`src/rtl/fifo_rr_arbiter.sv`:
```
// Round-robin mover from four source VC FIFOs to four destination FIFOs.
// Pops are issued one per cycle and the word reaches its destination two cycles later.
module fifo_rr_arbiter #(
  parameter int DATA_WIDTH  = 8,
  parameter int COUNT_WIDTH = 16
) (
  input  logic                    clk,
  input  logic                    reset,
  input  logic                    en,
  input  logic [3:0]              src_empty,
  input  logic [4*DATA_WIDTH-1:0] src_data,
  output logic [3:0]              src_rd,
  input  logic [3:0]              dst_afull,
  input  logic [3:0]              dst_full,
  output logic [3:0]              dst_wr,
  output logic [DATA_WIDTH-1:0]   dst_data,
  output logic [1:0]              grant_id,
  output logic                    busy,
  output logic                    error,
  output logic [COUNT_WIDTH-1:0]  xfer_count
);

  typedef enum logic {IDLE, ACTIVE} state_t;

  state_t                state;
  logic                  v1;
  logic [1:0]            s1;
  logic                  found;
  logic                  grant;
  logic [1:0]            pick;
  logic [1:0]            cand;
  logic [DATA_WIDTH-1:0] s1_word;
  logic [1:0]            dest;

  // Search starts just after the last granted source, so k=4 wraps back to it.
  always_comb begin
    found = 1'b0;
    pick  = grant_id;
    cand  = '0;
    for (int unsigned k = 1; k <= 4; k++) begin
      cand = grant_id + 2'(k);
      if (!found && !src_empty[cand]) begin
        found = 1'b1;
        pick  = cand;
      end
    end
    grant = (state == ACTIVE) && en && (dst_afull == '0) && found;
  end

  always_comb begin
    s1_word = src_data[32'(s1)*DATA_WIDTH +: DATA_WIDTH];
    dest    = s1_word[DATA_WIDTH-1 -: 2];
  end

  always_ff @(posedge clk or posedge reset) begin
    if (reset) begin
      state      <= IDLE;
      src_rd     <= '0;
      grant_id   <= 2'd3;
      v1         <= 1'b0;
      s1         <= '0;
      dst_wr     <= '0;
      dst_data   <= '0;
      xfer_count <= '0;
      busy       <= 1'b0;
      error      <= 1'b0;
    end else begin
      case (state)
        IDLE:    if (en)  state <= ACTIVE;
        ACTIVE:  if (!en) state <= IDLE;
        default: state <= IDLE;
      endcase

      src_rd <= grant ? (4'b0001 << pick) : '0;
      if (grant) grant_id <= pick;

      // grant_id already names the source popped this cycle.
      v1 <= |src_rd;
      s1 <= grant_id;

      if (v1) begin
        dst_data   <= s1_word;
        dst_wr     <= 4'b0001 << dest;
        xfer_count <= xfer_count + COUNT_WIDTH'(1);
      end else begin
        dst_wr <= '0;
      end

      if (|(dst_wr & dst_full)) error <= 1'b1;

      busy <= en | grant | (|src_rd) | v1;
    end
  end

endmodule

```
`config.mk`:
```
export PLATFORM = sky130hd
export DESIGN_NAME = fifo_rr_arbiter
export DESIGN_NICKNAME = d
export VERILOG_FILES = /design/src/rtl/fifo_rr_arbiter.sv
export SDC_FILE = /design/constraint.sdc
export NUM_CORES = 1
export LEC_CHECK = 0
export CORE_ASPECT_RATIO = 1.1
export CORE_UTILIZATION = 30
export DETAILED_ROUTE_END_ITERATION = 6
export GPL_TIMING_DRIVEN = 0
export SLEW_MARGIN = 30
export SYNTH_ARGS = -nofsm -noshare
export SYNTH_HDL_FRONTEND = slang
export SYNTH_SLANG_ARGS = --single-unit
```
`constraint.sdc`:
```
create_clock -name clk -period 4 [get_ports clk]
set_input_delay 0.4 -clock clk [delete_from_list [all_inputs] [get_ports clk]]
set_output_delay 0.4 -clock clk [all_outputs]
set_load 0.01 [all_outputs]
```
Word level (Yosys, flattened, before mapping)
Cells that the tools add are included.
Storage, ports and cells
  logic and storage cells: 58
  input bits: 47
  register bits after elaboration: 40
  output and inout port bits: 36
Operators by class
  $add $sub $neg: 4
  bitwise gates (word level): 4
  order comparisons: 4
  mux-type cells: 19
  reduce and logical (&&, ||, !) cells: 14
  shift-type cells: 3
Operators by type and width (count)
  indexed part select 32 x 6 -> 8 bit: 1
  adder 16 x 1 -> 16 bit (second input constant): 1
  less-than comparator 2 x 3 -> 1 bit (second input constant): 4
  two-way mux 1 bit: 9
  binary-select mux 1 bit (select 2 bit): 4
  two-way mux 2 bit: 4
  two-way mux 4 bit: 2
  OR reduction 4 bit: 2
  left shift 1 x 2 -> 4 bit (first input constant): 2
  logical AND 1 bit: 6
  logical NOT 1 bit: 5
  adder 2 bit (second input constant): 2
  bitwise AND 4 bit: 1
  logical NOT 4 bit: 1
  bitwise OR 1 bit: 3
  adder 2 x 1 -> 2 bit (second input constant): 1

Depth between registers and ports, before layout
  depth after elaboration: 16
  depth in mapped cells: 5
  gate-level depth less buffers: 5

Least setup slack after synthesis
Ideal clock, no wire load.
  path kind: input to register
  start: input port dst_afull[1]
  end: register grant_id[0]
  cell stages on the path: 4
  setup slack: 2.454 ns
  library setup time: 0.077 ns
  path buffers: 0
  arrival: 1.468 ns
  path through: nor4_1 and4_1 or4b_4 o21a_1
On the way
  cells in the longest elaborated chain, start to end: 3
Ends and longest elaborated chain
  from (decl): line 13  | input logic [3:0] dst_afull,
  logical NOT 4 bit: line 47  | grant = (state == ACTIVE) && en && (dst_afull == '0) && found;
  logical AND 1 bit (2 in series): line 47
  to (signal assigned): line 75  | if (grant) grant_id <= pick;
  to (decl): line 17  | output logic [1:0] grant_id,
Every way passes these cells.
A chain may end at the register's enable or synchronous reset.

Worst setup path after layout
  start: register grant_id[1]
  end: output port grant_id[1]
No word-level cell between the ends.

==> flow_summary.ini <==
[sta]
max_slew.worst_pin.slew_ps = 545
timing.final.crit_share = 0.466
slew_violations = 0
achievable-frequency_ghz = 0.537
worst_clock_skew_ps = 6.10
timing.setup.tns_ps = 0
grt_setup_unrepaired = no
finalHoldViolCount = 0
finalSetupViolations = 0
timing.max_slew.rel_slack = 0.637
post-route-min-period_ps = 1860

[yosys]
synth-warning-count = 0
synth_fp_nets = 184
synth_top_cells_by_area = sky130_fd_sc_hd__dfrtp_1 (53%), sky130_fd_sc_hd__mux4_2 (10%), sky130_fd_sc_hd__mux2_2 (5.7%)
yosys.area_share.adder = 0.00700
async_reset_ff_frac = 1.00
top_cells_by_count_synth = sky130_fd_sc_hd__dfrtp_1 (38), sky130_fd_sc_hd__nor2_1 (10), sky130_fd_sc_hd__mux2_2 (9), sky130_fd_sc_hd__nand2_1 (9), sky130_fd_sc_hd__xnor2_1 (9)
synthMuxAreaShare = 0.158
seq_area_frac_synth = 0.562
synth.avg_cell_area_um2 = 13.1
synth_top_family_by_area = multiplexers
synth.top_cell.area_share = 0.532
post_synth_num_cell_types = 37
synth.ff_latch_count = 40
synth-compound-area-share = 0.0448
synth_area_in_simple_gates = 0.133
post-synth-top-area-cell = sky130_fd_sc_hd__dfrtp_1
number_of_enable_flip_flop_cells_after_synthesis = 0
synth_cells = 136
mappedNetlistArea_um2 = 1790
postSynth.topFlopCell = sky130_fd_sc_hd__dfrtp_1
post_synth_xor_area_fraction = 0.0735
yosys.cell_count.top_type = sky130_fd_sc_hd__dfrtp_1

[routing]
detail_route.wirelength_um = 4000
route.detailed.drc = 0
antenna_violating_nets_post_route = 0
first_iter_violations = 39
drt_pre_antenna_iters = 4
post_drt_via_cell_ratio = 4.54
wl_per_cell_um = 13.2
dr_total_vias = 1381

[global_route]
grt_antenna_before_repair = 0
grt_max_degree = 27
global_route.usage.total = 0.142
wire_length_of_the_first_global_routing_pass_um = 6630
globalRoute.totalOverflow = 0
first_global_vias = 1380

[floorplanning]
die_height_um = 82.9
start_util = 0.310
die_w_um = 75.6
design.die.area_um2 = 6270
core_um2 = 5770
design.portCount = 83
placement_rows = 29

[clocking]
path_clk_slew_ps = 70
clkSinkCount = 40
hold_buffers = 0
clock_tree.buffer_depth = 2
clk_latency_ps = 290
cts_tree = yes
cts_root_buf = sky130_fd_sc_hd__clkbuf_8
htree_levels = 2
postCtsResizedCells = 0
cts_setup_buffers = 0
cts_inserted_buffers = 5

[power_and_ir_drop]
clock_share_of_power = 0.265
total_switching_power_mw = 0.319
share_seq_of_total_power = 0.430
pwr_cell_area_nw_per_um2 = 427
static-leakage-power_nw = 1.20
netSwitchingFraction = 0.264
internal-power_mw = 0.891
p_comb_frac = 0.305
ir_worst_vdd_mv = 0.169

[cells_and_area]
sequential_cell_area_um2 = 1000
total_number_of_nets_in_the_final_design = 274
num-fill-cells = 520
fraction_of_final_layout_cells_with_drive_strength_greater_than_1 = 0.145
diodes = 0
area_growth_syn_to_layout_pct = 58.5
multiInputGateArea_um2 = 743
finalNonFillerCells = 304

[setup_path]
ff2ff_setup_slack_ps = 2390
critPathTopFamily = flip-flops
worstPathArrival_ps = 1460
rr_endpoint = grant_id[1]
worst_setup_path_start_kind = register
critical_path.startpoint = grant_id[1]
critical_path_peak_fanout = 9
buffer_and_inverter_count_on_the_worst_path = 1
worstPathCellList = clkdlybuf4s50_1
largest_incremental_delay_on_the_critical_path_ps = 610
crit_path_end_kind = output port
crit_slowest_cell = sky130_fd_sc_hd__dfstp_2
r2r_start = grant_id[1]
worst_r2r_path_depth = 4
crit_required_ps = 3600
critPathKind = reg2out

[placed_design]
dp.final_hpwl_um = 3160
port-buffer-count = 82
replace_congestion = 0.687
dp_cells = 296

[worst_hold_path]
timing.hold.worst.class = in2async

[run_status]
outcome = finished clean

[run]
maxcap_violations = 0
[cells by family after synthesis]
kind of cell | after synthesis
compound gates | 10
xor+xnor | 15
fa+ha+maj | 1
buf+inv | 10
flops | 40
mux | 17
simple gates | 43
[worst max-delay path by stage]
stage,cells after the start,to,slack [ps]
floorplan,4,grant_id[0],2450
detailed placement,5,src_rd[2],1820
global route,1,grant_id[1],2080
finish,1,grant_id[1],2140
CTS,1,grant_id[1],2120
global placement,2,dst_data[6],1820
[power by group through the flow]
| stage | clock network (mW) | logic, mW | registers (mW) |
|---|---|---|---|
| global placement | 0 | 0.369 | 0.528 |
| CTS | 0.334 | 0.377 | 0.521 |
| detailed placement | 0 | 0.375 | 0.527 |
| global route | 0.352 | 0.399 | 0.530 |
| floorplan | 0 | 0.149 | 0.549 |
| finish | 0.320 | 0.369 | 0.520 |
[placed cells by master, fill, tap and decap left out, drive strengths merged, types with 2 or more instances in the layout]
| master | n |
|---|---|
| nand4 | 5 |
| mux2 | 9 |
| nand2 | 9 |
| xnor2 | 9 |
| nor2b | 2 |
| buf | 3 |
| nand2b | 2 |
| nor4 | 2 |
| clkbuf | 8 |
| dfstp | 2 |
| mux4 | 8 |
| nor2 | 10 |
| nor3b | 2 |
| dfrtp | 38 |
| nand3 | 3 |
| inv | 6 |
| clkdlybuf4s50 | 82 |
| xor2 | 6 |
| and4 | 2 |
[layer usage]
metal,wire (µm),vias up,global-route usage
li1,-,668,-
met1,1710,664,0.173
met2,2100,44,0.236
met3,133,5,0.0255
met4,55,0,0.0657
met5,0,-,0
[flip-flops by register name (all words and copies together), names as in the netlist]
name and cells:
grant_id 2, dst_wr 4, error 1, src_rd 4, v1 1, state 1, dst_data 8, xfer_count 16
s1 2, busy 1
[area by class of cell]
class,instances,area share
clock buffers,6,0.0256
clock inverters,2,0.0124
multi-input cells,86,0.262
inverters,6,0.00795
flip-flops and latches,40,0.354
plain buffers,4,0.00619
repair buffers,83,0.297
well taps,77,0.0340
[metrics by stage]
step / area [µm²] / util / power, mW / worst slack, ps / hold slack, ps
after floorplan: 1790 / - / 0.698 / 2450 / 431
after global placement: 2700 / 0.469 / 0.896 / 1820 / 452
after detailed placement: 2720 / 0.472 / 0.902 / 1820 / 448
after CTS: 2830 / 0.491 / 1.23 / 2120 / 394
after global routing: 2830 / 0.491 / 1.28 / 2080 / 411
final: 2830 / 0.491 / 1.21 / 2140 / 394
No activity file was read; power rests on OpenSTA's default activity.
